[src/rtl/cpu_pkg.sv]
// rtl/cpu_pkg.sv - shared opcodes, ALU codes, state encoding and IR field positions
package cpu_pkg;

  typedef enum logic [2:0] {
    ST_HALT = 3'd0,
    ST_T0   = 3'd1,
    ST_T1   = 3'd2,
    ST_T2   = 3'd3,
    ST_T3   = 3'd4,
    ST_T4   = 3'd5,
    ST_T5   = 3'd6,
    ST_T6   = 3'd7
  } state_t;

  typedef enum logic [1:0] {
    CLS_ILLEGAL = 2'd0,
    CLS_ALU     = 2'd1,
    CLS_MULDIV  = 2'd2,
    CLS_HALT    = 2'd3
  } op_class_t;

  localparam int IR_OP_HI = 31;
  localparam int IR_OP_LO = 27;
  localparam int IR_RA_HI = 26;
  localparam int IR_RA_LO = 23;
  localparam int IR_RB_HI = 22;
  localparam int IR_RB_LO = 19;
  localparam int IR_RC_HI = 18;
  localparam int IR_RC_LO = 15;

  localparam logic [4:0] OP_ADD  = 5'b00011;
  localparam logic [4:0] OP_SUB  = 5'b00100;
  localparam logic [4:0] OP_AND  = 5'b00101;
  localparam logic [4:0] OP_OR   = 5'b00110;
  localparam logic [4:0] OP_SHR  = 5'b00111;
  localparam logic [4:0] OP_SHL  = 5'b01000;
  localparam logic [4:0] OP_MUL  = 5'b01111;
  localparam logic [4:0] OP_DIV  = 5'b10000;
  localparam logic [4:0] OP_HALT = 5'b11011;

  localparam logic [3:0] ALU_NOP = 4'b0000;
  localparam logic [3:0] ALU_ADD = 4'b0011;
  localparam logic [3:0] ALU_SUB = 4'b0100;
  localparam logic [3:0] ALU_AND = 4'b1000;
  localparam logic [3:0] ALU_OR  = 4'b1001;
  localparam logic [3:0] ALU_SHR = 4'b0101;
  localparam logic [3:0] ALU_SHL = 4'b0110;
  localparam logic [3:0] ALU_MUL = 4'b1010;
  localparam logic [3:0] ALU_DIV = 4'b1011;

  function automatic logic [3:0] alu_code(input logic [4:0] op);
    case (op)
      OP_ADD:  return ALU_ADD;
      OP_SUB:  return ALU_SUB;
      OP_AND:  return ALU_AND;
      OP_OR:   return ALU_OR;
      OP_SHR:  return ALU_SHR;
      OP_SHL:  return ALU_SHL;
      OP_MUL:  return ALU_MUL;
      OP_DIV:  return ALU_DIV;
      default: return ALU_NOP;
    endcase
  endfunction

  // mul/div only decode when the build enables them; otherwise they trap as illegal
  function automatic op_class_t classify(input logic [4:0] op, input logic muldiv_en);
    case (op)
      OP_ADD, OP_SUB, OP_AND, OP_OR, OP_SHR, OP_SHL: return CLS_ALU;
      OP_MUL, OP_DIV: return muldiv_en ? CLS_MULDIV : CLS_ILLEGAL;
      OP_HALT: return CLS_HALT;
      default: return CLS_ILLEGAL;
    endcase
  endfunction

endpackage

[src/rtl/control_sequencer_if.sv]
// rtl/control_sequencer_if.sv - datapath control bundle between sequencer (master) and datapath (slave)
interface control_sequencer_if;
  logic [31:0] IR;
  logic        Mem_ready;
  logic        PCout, Zlowout, Zhighout, MDRout, MARin, PCin, MDRin, IRin;
  logic        Yin, IncPC, Read, Zin_low, Zin_high, HIin, LOin;
  logic [15:0] Rin, Rout;
  logic [3:0]  operation;
  logic        Run, Illegal;
  logic [15:0] Instr_count;

  modport master (
    input  IR, Mem_ready,
    output PCout, Zlowout, Zhighout, MDRout, MARin, PCin, MDRin, IRin,
    output Yin, IncPC, Read, Zin_low, Zin_high, HIin, LOin,
    output Rin, Rout, operation, Run, Illegal, Instr_count
  );

  modport slave (
    output IR, Mem_ready,
    input  PCout, Zlowout, Zhighout, MDRout, MARin, PCin, MDRin, IRin,
    input  Yin, IncPC, Read, Zin_low, Zin_high, HIin, LOin,
    input  Rin, Rout, operation, Run, Illegal, Instr_count
  );
endinterface

[src/rtl/reg_select_decoder.sv]
// rtl/reg_select_decoder.sv - 4-bit register index to 16-bit one-hot select, gated by enable
module reg_select_decoder (
  input  logic [3:0]  index,
  input  logic        enable,
  output logic [15:0] onehot
);

  always_comb begin
    onehot = '0;
    if (enable) onehot[index] = 1'b1;
  end

endmodule

[src/rtl/control_sequencer.sv]
// rtl/control_sequencer.sv - T0..T6 microsequencer driving DataPath strobes; MULDIV_EN enables mul/div
module control_sequencer
  import cpu_pkg::*;
(
  input logic                 Clock,
  input logic                 clear,
  control_sequencer_if.master ctl
);

`ifdef MULDIV_EN
  localparam logic MULDIV_ON = 1'b1;
`else
  localparam logic MULDIV_ON = 1'b0;
`endif

  state_t      state_q, state_d;
  logic        t1_first_q;
  logic [15:0] instr_count_q;
  logic [4:0]  opcode;
  logic [3:0]  ra, rb, rc, rout_idx;
  logic        rin_en, rout_en, retire;
  op_class_t   op_class;
  logic        unused_ir;

  assign opcode    = ctl.IR[IR_OP_HI:IR_OP_LO];
  assign ra        = ctl.IR[IR_RA_HI:IR_RA_LO];
  assign rb        = ctl.IR[IR_RB_HI:IR_RB_LO];
  assign rc        = ctl.IR[IR_RC_HI:IR_RC_LO];
  assign unused_ir = ^ctl.IR[IR_RC_LO-1:0];
  assign op_class  = classify(opcode, MULDIV_ON);

  // t1_first_q marks the first T1 cycle, the only one allowed to load PC
  always_ff @(posedge Clock or negedge clear) begin
    if (!clear) begin
      state_q       <= ST_T0;
      t1_first_q    <= 1'b0;
      instr_count_q <= '0;
    end else begin
      state_q    <= state_d;
      t1_first_q <= (state_q == ST_T0);
      if (retire) instr_count_q <= instr_count_q + 16'd1;
    end
  end

  always_comb begin
    state_d       = state_q;
    ctl.PCout     = 1'b0;
    ctl.Zlowout   = 1'b0;
    ctl.Zhighout  = 1'b0;
    ctl.MDRout    = 1'b0;
    ctl.MARin     = 1'b0;
    ctl.PCin      = 1'b0;
    ctl.MDRin     = 1'b0;
    ctl.IRin      = 1'b0;
    ctl.Yin       = 1'b0;
    ctl.IncPC     = 1'b0;
    ctl.Read      = 1'b0;
    ctl.Zin_low   = 1'b0;
    ctl.Zin_high  = 1'b0;
    ctl.HIin      = 1'b0;
    ctl.LOin      = 1'b0;
    ctl.operation = ALU_NOP;
    ctl.Illegal   = 1'b0;
    rin_en        = 1'b0;
    rout_en       = 1'b0;
    rout_idx      = rb;
    case (state_q)
      ST_T0: begin
        ctl.PCout   = 1'b1;
        ctl.MARin   = 1'b1;
        ctl.IncPC   = 1'b1;
        ctl.Zin_low = 1'b1;
        state_d     = ST_T1;
      end
      ST_T1: begin
        ctl.Read    = 1'b1;
        ctl.Zlowout = t1_first_q;
        ctl.PCin    = t1_first_q;
        ctl.MDRin   = ctl.Mem_ready;
        if (ctl.Mem_ready) state_d = ST_T2;
      end
      ST_T2: begin
        ctl.MDRout = 1'b1;
        ctl.IRin   = 1'b1;
        state_d    = ST_T3;
      end
      ST_T3: begin
        rout_en  = 1'b1;
        rout_idx = rb;
        ctl.Yin  = 1'b1;
        case (op_class)
          CLS_ILLEGAL: begin
            ctl.Illegal = 1'b1;
            state_d     = ST_T0;
          end
          CLS_HALT: state_d = ST_HALT;
          default:  state_d = ST_T4;
        endcase
      end
      ST_T4: begin
        rout_en       = 1'b1;
        rout_idx      = rc;
        ctl.operation = alu_code(opcode);
        ctl.Zin_low   = 1'b1;
`ifdef MULDIV_EN
        if (op_class == CLS_MULDIV) ctl.Zin_high = 1'b1;
`endif
        state_d = ST_T5;
      end
      ST_T5: begin
        ctl.Zlowout = 1'b1;
        rin_en      = 1'b1;
        state_d     = ST_T0;
`ifdef MULDIV_EN
        if (op_class == CLS_MULDIV) begin
          rin_en   = 1'b0;
          ctl.LOin = 1'b1;
          state_d  = ST_T6;
        end
`endif
      end
      ST_T6: begin
`ifdef MULDIV_EN
        ctl.Zhighout = 1'b1;
        ctl.HIin     = 1'b1;
`endif
        state_d = ST_T0;
      end
      ST_HALT: state_d = ST_HALT;
      default: state_d = ST_T0;
    endcase
  end

  assign retire          = (state_d == ST_T0) && ((state_q == ST_T5) || (state_q == ST_T6));
  assign ctl.Run         = (state_q != ST_HALT);
  assign ctl.Instr_count = instr_count_q;

  reg_select_decoder u_rin_dec (
    .index  (ra),
    .enable (rin_en),
    .onehot (ctl.Rin)
  );

  reg_select_decoder u_rout_dec (
    .index  (rout_idx),
    .enable (rout_en),
    .onehot (ctl.Rout)
  );

endmodule
[src/flat_wrapper.sv]
// flat-port wrapper written by rule: the top's interface ports become plain ports
module control_sequencer_flat import cpu_pkg::*;
  (Clock, clear, ctl_IR, ctl_Mem_ready, ctl_PCout, ctl_Zlowout, ctl_Zhighout, ctl_MDRout, ctl_MARin, ctl_PCin, ctl_MDRin, ctl_IRin, ctl_Yin, ctl_IncPC, ctl_Read, ctl_Zin_low, ctl_Zin_high, ctl_HIin, ctl_LOin, ctl_Rin, ctl_Rout, ctl_operation, ctl_Run, ctl_Illegal, ctl_Instr_count);
  control_sequencer_if ctl_i ();
  input logic Clock;
  input logic clear;
  input wire logic [$bits(ctl_i.IR)-1:0] ctl_IR;
  input wire logic [$bits(ctl_i.Mem_ready)-1:0] ctl_Mem_ready;
  output wire logic [$bits(ctl_i.PCout)-1:0] ctl_PCout;
  output wire logic [$bits(ctl_i.Zlowout)-1:0] ctl_Zlowout;
  output wire logic [$bits(ctl_i.Zhighout)-1:0] ctl_Zhighout;
  output wire logic [$bits(ctl_i.MDRout)-1:0] ctl_MDRout;
  output wire logic [$bits(ctl_i.MARin)-1:0] ctl_MARin;
  output wire logic [$bits(ctl_i.PCin)-1:0] ctl_PCin;
  output wire logic [$bits(ctl_i.MDRin)-1:0] ctl_MDRin;
  output wire logic [$bits(ctl_i.IRin)-1:0] ctl_IRin;
  output wire logic [$bits(ctl_i.Yin)-1:0] ctl_Yin;
  output wire logic [$bits(ctl_i.IncPC)-1:0] ctl_IncPC;
  output wire logic [$bits(ctl_i.Read)-1:0] ctl_Read;
  output wire logic [$bits(ctl_i.Zin_low)-1:0] ctl_Zin_low;
  output wire logic [$bits(ctl_i.Zin_high)-1:0] ctl_Zin_high;
  output wire logic [$bits(ctl_i.HIin)-1:0] ctl_HIin;
  output wire logic [$bits(ctl_i.LOin)-1:0] ctl_LOin;
  output wire logic [$bits(ctl_i.Rin)-1:0] ctl_Rin;
  output wire logic [$bits(ctl_i.Rout)-1:0] ctl_Rout;
  output wire logic [$bits(ctl_i.operation)-1:0] ctl_operation;
  output wire logic [$bits(ctl_i.Run)-1:0] ctl_Run;
  output wire logic [$bits(ctl_i.Illegal)-1:0] ctl_Illegal;
  output wire logic [$bits(ctl_i.Instr_count)-1:0] ctl_Instr_count;
  assign ctl_i.IR = ctl_IR;
  assign ctl_i.Mem_ready = ctl_Mem_ready;
  assign ctl_PCout = ctl_i.PCout;
  assign ctl_Zlowout = ctl_i.Zlowout;
  assign ctl_Zhighout = ctl_i.Zhighout;
  assign ctl_MDRout = ctl_i.MDRout;
  assign ctl_MARin = ctl_i.MARin;
  assign ctl_PCin = ctl_i.PCin;
  assign ctl_MDRin = ctl_i.MDRin;
  assign ctl_IRin = ctl_i.IRin;
  assign ctl_Yin = ctl_i.Yin;
  assign ctl_IncPC = ctl_i.IncPC;
  assign ctl_Read = ctl_i.Read;
  assign ctl_Zin_low = ctl_i.Zin_low;
  assign ctl_Zin_high = ctl_i.Zin_high;
  assign ctl_HIin = ctl_i.HIin;
  assign ctl_LOin = ctl_i.LOin;
  assign ctl_Rin = ctl_i.Rin;
  assign ctl_Rout = ctl_i.Rout;
  assign ctl_operation = ctl_i.operation;
  assign ctl_Run = ctl_i.Run;
  assign ctl_Illegal = ctl_i.Illegal;
  assign ctl_Instr_count = ctl_i.Instr_count;
  control_sequencer u_core (.Clock(Clock), .clear(clear), .ctl(ctl_i));
endmodule
[config.mk]
export PLATFORM = sky130hd
export DESIGN_NAME = control_sequencer_flat
export DESIGN_NICKNAME = d
export VERILOG_FILES = /design/src/rtl/cpu_pkg.sv /design/src/rtl/control_sequencer_if.sv /design/src/rtl/reg_select_decoder.sv /design/src/rtl/control_sequencer.sv /design/src/flat_wrapper.sv
export SDC_FILE = /design/constraint.sdc
export NUM_CORES = 1
export LEC_CHECK = 0
export CAP_MARGIN = 20
export CORE_ASPECT_RATIO = 1.1
export CORE_UTILIZATION = 35
export DETAILED_ROUTE_END_ITERATION = 8
export PLACE_DENSITY = 0.81
export SYNTH_ARGS = -nofsm -noshare
export SYNTH_HDL_FRONTEND = slang
export SYNTH_SLANG_ARGS = --single-unit
[constraint.sdc]
create_clock -name Clock -period 1.6 [get_ports Clock]
set_input_delay 0.16 -clock Clock [delete_from_list [all_inputs] [get_ports Clock]]
set_output_delay 0.16 -clock Clock [all_outputs]
set_load 0.02 [all_outputs]
After elaboration in Yosys (flattened, before gate mapping) --
Memories as Yosys holds them, arrays and structs flattened. Cells that the tools add are included.
Storage, ports and cells: memories 2, flip-flop bits (word level) 20, logic and storage cells 52, ROM bits 192
Memories:
- (no name shown) | depth 32, width 4, rd ports 1, clocked after Yosys merged registers in 0, write ports 0, RTL line cpu_pkg.sv:52 | case (op)
- (no name shown) | depth 32, width 2, rd ports 1, clocked after Yosys merged registers in 0, write ports 0, RTL line cpu_pkg.sv:67 | case (op)
Cells by class: equality and inequality tests 9, order comparisons 4, multiplexer cells 23, $add $sub $neg 1, reduce and logical (&&, ||, !) cells 10
Operators with widths (count):
- $mux 16 | 2
- $pmux 3 s7 | 1
- $add 16x1->16 const B | 1
- $mux 1 | 13
- $eq 3x3->1 const B | 4
- $lt 4x5->1 const B | 2
- $demux 1 s4 | 2
- $ge 4x1->1 const B | 2
- $mux 4 | 2
- $eq 3x1->1 const B | 2
- $eq 3x2->1 const B | 2
- $pmux 3 s2 | 1
- $reduce_or 2->1 | 3
- $logic_and 1x1->1 | 3
- $logic_not 3->1 | 1
- $mux 3 | 1
- $reduce_bool 3->1 | 1
- $eq 2x2->1 const B | 1
- $logic_not 2->1 | 1
- $pmux 1 s2 | 1
- $logic_or 1x1->1 | 1

Depth between registers and ports, before layout --
depth after elaboration 7, gate-level depth with buffers 6, depth with buffers taken out 6

Cells and area by module --
A second synthesis with hierarchy kept.
Second synthesis, totals: cell total of the unflattened synthesis 169, area total of the unflattened synthesis 1455.1 µm²
By module, submodules not included:
- control_sequencer | cells an instance 123, instances 1, seq. area each 501.7 µm², area an instance 1219.9 µm²
- reg_select_decoder | cells an instance 23, instances 2, seq. area each 0.0 µm², area an instance 117.6 µm²

Worst setup path after synthesis --
Ideal clock, no wire load.
kind register to output, start register u_core.state_q[0], end output ctl_operation[0], slack -0.329 ns, path buffers 0, data arrival time 1.769 ns, cell stages (with the launch flop) 3, cell sequence dfstp_2 > nand3b_4 > a2111oi_0
Between the ends: longest elaborated chain between the ends 2
RTL lines:
- from (decl) | RTL line control_sequencer.sv:16 | state_t state_q, state_d;
- from (signal assigned) | RTL line control_sequencer.sv:39 | state_q <= state_d;
- $eq 3x3->1 | RTL line control_sequencer.sv:67 | case (state_q)
- $mux 4 | RTL line control_sequencer.sv:67
- to (decl) | RTL line flat_wrapper.sv:26 | output wire logic [$bits(ctl_i.operation)-1:0] ctl_operation;
No other way between the ends.

Worst setup path in the final report --
start register u_core.state_q[0], end output ctl_Rout[7]
Between the ends: longest elaborated chain between the ends 7, elaborated cells on any way between the ends 11, classes of those cells order compare: 2; eq/ne: 2; mux: 5; reduce/logical: 2
RTL lines:
- $eq 3x3->1 | RTL line control_sequencer.sv:67
- $mux 4 | RTL line control_sequencer.sv:67
- $lt 4x5->1 (implied by the code) or $ge 4x1->1 (tied branches) | RTL line reg_select_decoder.sv:10 | if (enable) onehot[index] = 1'b1;
- $logic_and 1x1->1 (implied by the code) | RTL line reg_select_decoder.sv:10
- $mux 1 (implied by the code) | RTL line reg_select_decoder.sv:10
- $demux 1 s4 | RTL line reg_select_decoder.sv:10
- $mux 16 * | RTL line reg_select_decoder.sv:10
- to (decl) | RTL line flat_wrapper.sv:25 | output wire logic [$bits(ctl_i.Rout)-1:0] ctl_Rout;
Every way passes the cells marked *; elsewhere a longest branch is shown, timed or not.

==> impl_results.md <==
* Initial DRC count at 85
* Fmax achieved at between 500 and 600 MHz
* CP Cell Sequence: nand3b_4 -> mux2i_4 -> or2_4 -> nor2_1 -> buf_4
* Layout cells sized above 1 at a little under half
* Core Util, Final at 72.57%
* Clock share of power at between 15 and 20%
* Post-synthesis sequential area ratio at approximately 35%
* Skew final at 0.003532 ns
* Initial Util at a little under two fifths
* Slowest cell on crit path: dfstp_2
* Bufs on Longest Clock Path at 2
* M1 GR Usage at about a quarter
* Synthesized cell area at about 1500 µm²
* Slowest stage delay, CP at around 0.55 ns
* Critical Path AT at between 1.5 and 2 ns
* Layout Area Growth over Synthesis at 97.85%
* Remaining antenna violation count at 0
* Post-Synthesis Cells at 180
* # H-tree levels at 1
* Power density cells at 800.0 nW/µm²
* WHS at approximately 0.24 ns
* Post-synth top area cell: dfrtp_1
* Top cell type's share of synthesized area at around 33%
* Ys flop type: dfrtp_1
* Number of synthesized flops with an enable pin at 0
* Yosys cell types at 42
* Io pins at between 100 and 150
* Startpoint Class: flop
* Crit-path max FO at 4
* Gr usage total at 21.85%
* Part of the power in registers at 29.4%
* Crit path kind: reg -> out
* Cell Int Power at 1.394 mW
* Combinational share of power at a little over half
* RSZ-0062 raised after global routing: yes
* Async SR Flop Fraction at 100.0%
* Worst hold path class: in -> async
* Cts bufs inserted at 3
* GR Util met3 at between 2 and 3%
* Largest cells by area after synthesis: dfrtp_1, nor2_1, xnor2_1
* Fin. max-slew vios at 0
* Final critical-path required period at 1.896 ns
* Status: finished with violations
* Routability cong. at between 0.7 and 0.8
* Via count at about 1700
* GRT Residual Overflow at 0
* Fin. Hold Viols at 0
* Vias in the first global route at ~1700
* CTS Root Cell: clkbuf_8
* Leak at between 1 and 1.5 nW
* Drt drc at 0
* Sw frac at 39.41%
* Detailed Routing Iterations Pass 1 at 4
* Antenna violations before repair at 0
* Setup tns final at -6.500 ns
* Syn avg cell area at 8.077 µm²
* Grt peak-use layer: met2
* Met2 Use GR at 41.02%
* N_diodes at 0
* Die X-Extent at roughly 63 µm
* Die area at about 4400 µm²
* FP Rows at 24
* Die H at roughly 70 µm
* Nets at between 300 and 400
* Fillers at between 200 and 300
* Core area at a little under 4000 µm²
* WL final at approximately 4.8 mm
* Clock Pin Slew Worst Setup and Hold Paths at ~0.07 ns
* Net switching power at a little over 900 µW
* Hpwl dp at approximately 3.4 mm
* Num Clock Sinks at 20
* Failing checks: negative setup slack
* Worst-Skew Late Latency at around 0.25 ns
* Vias per std cell at 4.882
* Pin count of the biggest net entering global routing at 21
* CP Data Required Time at ~1.4 ns
* Worst setup margin at -0.2960 ns
* TritonCTS clock tree: built
* Hold Buf Count CTS at 0
* DR WL/cell at between 10 and 15 µm
* Synthesis-stage register bit count at 20
* Max-cap violations at 0
* Count of input and output buffers at 84
* Total design power at 2.301 mW
* Crit share post-route at 118.5%
* Final setup fails at 36
* Peak supply drop at 0.3794 mV
* Kind of end point of the critical path: output pin
* Syn. warnings at 0
* Global-route wire length before repair at between 7 and 8 mm
-- sequential cells by signal, indices dropped and copies added (netlist names) --
register / count
u_core.t1_first_q: 1
u_core.ctl.Instr_count: 16
u_core.state_q: 3
-- worst paths after layout --
path                                            start                          to  slack (ns)  cells past startpoint
max                                 u_core.state_q[0]                 ctl_Rout[7]       -0.30                      5
min                                             clear  u_core.ctl.Instr_count[12]        0.24                      2
max reg2reg                         u_core.state_q[1]   u_core.ctl.Instr_count[9]        0.14                      6
min reg2reg                u_core.ctl.Instr_count[15]  u_core.ctl.Instr_count[15]        0.48                      1
max in group asynchronous                       clear           u_core.state_q[0]        1.09                      2
min in group Clock         u_core.ctl.Instr_count[15]  u_core.ctl.Instr_count[15]        0.48                      1
-- worst max-delay path: cells and delay by family, from the launching register on --
family	cells	cell delay, ns
simple gates	3	0.54
buf+inv	1	0.15
flops	1	0.55
mux	1	0.23
-- Yosys cell counts, types with 2 or more instances --
library cell / instances
inv_1: 8
nand3_1: 5
xor2_1: 4
clkbuf_1: 3
nor3_1: 6
and3_1: 2
o21ai_0: 3
nand3b_1: 2
xnor2_1: 11
or2_1: 2
nand2b_1: 9
nand2_1: 11
dfrtp_1: 19
a211oi_1: 3
a32oi_1: 4
nor2_1: 46
a21oi_1: 3
nand4_1: 5
ha_1: 3
buf_4: 8
mux2i_1: 2
-- power groups by stage --
stage / registers (mW) / logic [mW] / clock network (mW)
detailed placement: 0.683 / 1.20 / 0
CTS: 0.676 / 1.20 / 0.385
floorplan: 0.729 / 0.570 / 0
global placement: 0.681 / 1.18 / 0
finish: 0.677 / 1.25 / 0.377
global route: 0.692 / 1.34 / 0.409
-- per-layer routing --
metal | vias up | routed length (µm) | share of wire [%]
met5 | - | 0 | 0
met4 | 0 | 103 | 2.2
met3 | 10 | 133 | 2.8
met2 | 46 | 2568 | 54
met1 | 823 | 1948 | 41
li1 | 854 | - | -
-- area by class of cell --
type	count	area, µm²	share of cell area [%]
multi-input cells	143	1150	39.97
repair buffers	128	1074	37.32
flip-flops and latches	20	503.0	17.49
well taps	52	65.06	2.262
clock buffers	4	55.05	1.914
inverters	8	30.03	1.044
-- kinds of logic after synthesis --
| logic type | Yosys count | synth area share, % |
|---|---|---|
| and+or+nand+nor | 100 | 35.46 |
| DFF | 20 | 34.51 |
| buffers and inverters | 20 | 7.315 |
| adders and majority gates | 3 | 2.582 |
| xor gates and xnor gates | 15 | 9.036 |
| AOI/OAI and AO/OA | 18 | 8.692 |
| muxes | 3 | 2.151 |
| other | 1 | 0.2579 |
-- cell usage in the layout (no fill, tap or decap), drive strengths merged, types with 5 or more instances in the layout --
cell type      instances
nand4                  5
dlygate4sd2            8
nand3                  6
clkdlybuf4s50         30
nor2                  46
buf                   87
xnor2                 11
nand2b                 9
dfrtp                 19
nor3                   8
inv                    8
nand2                 11
-- metrics by stage --
step                      instance area, µm²  std cells  setup slack (ns)
after floorplan                         1524        183          -0.06692
final                                   2877        355           -0.2960
after CTS                               2734        355           -0.2671
after global routing                    2877        355           -0.3735
after detailed placement                2609        341           -0.9111
after global placement                  2609        341           -0.8314
-- timing repair --
| action | 4_1_cts | 5_1_grt |
|---|---|---|
| gates resized for setup | 256 | 30 |
| pin swaps | 16 | 6 |
| setup buffers | 11 | 2 |
| endpoints found under the setup margin | 49 | 48 |
(Power assumes the default switching activity.)
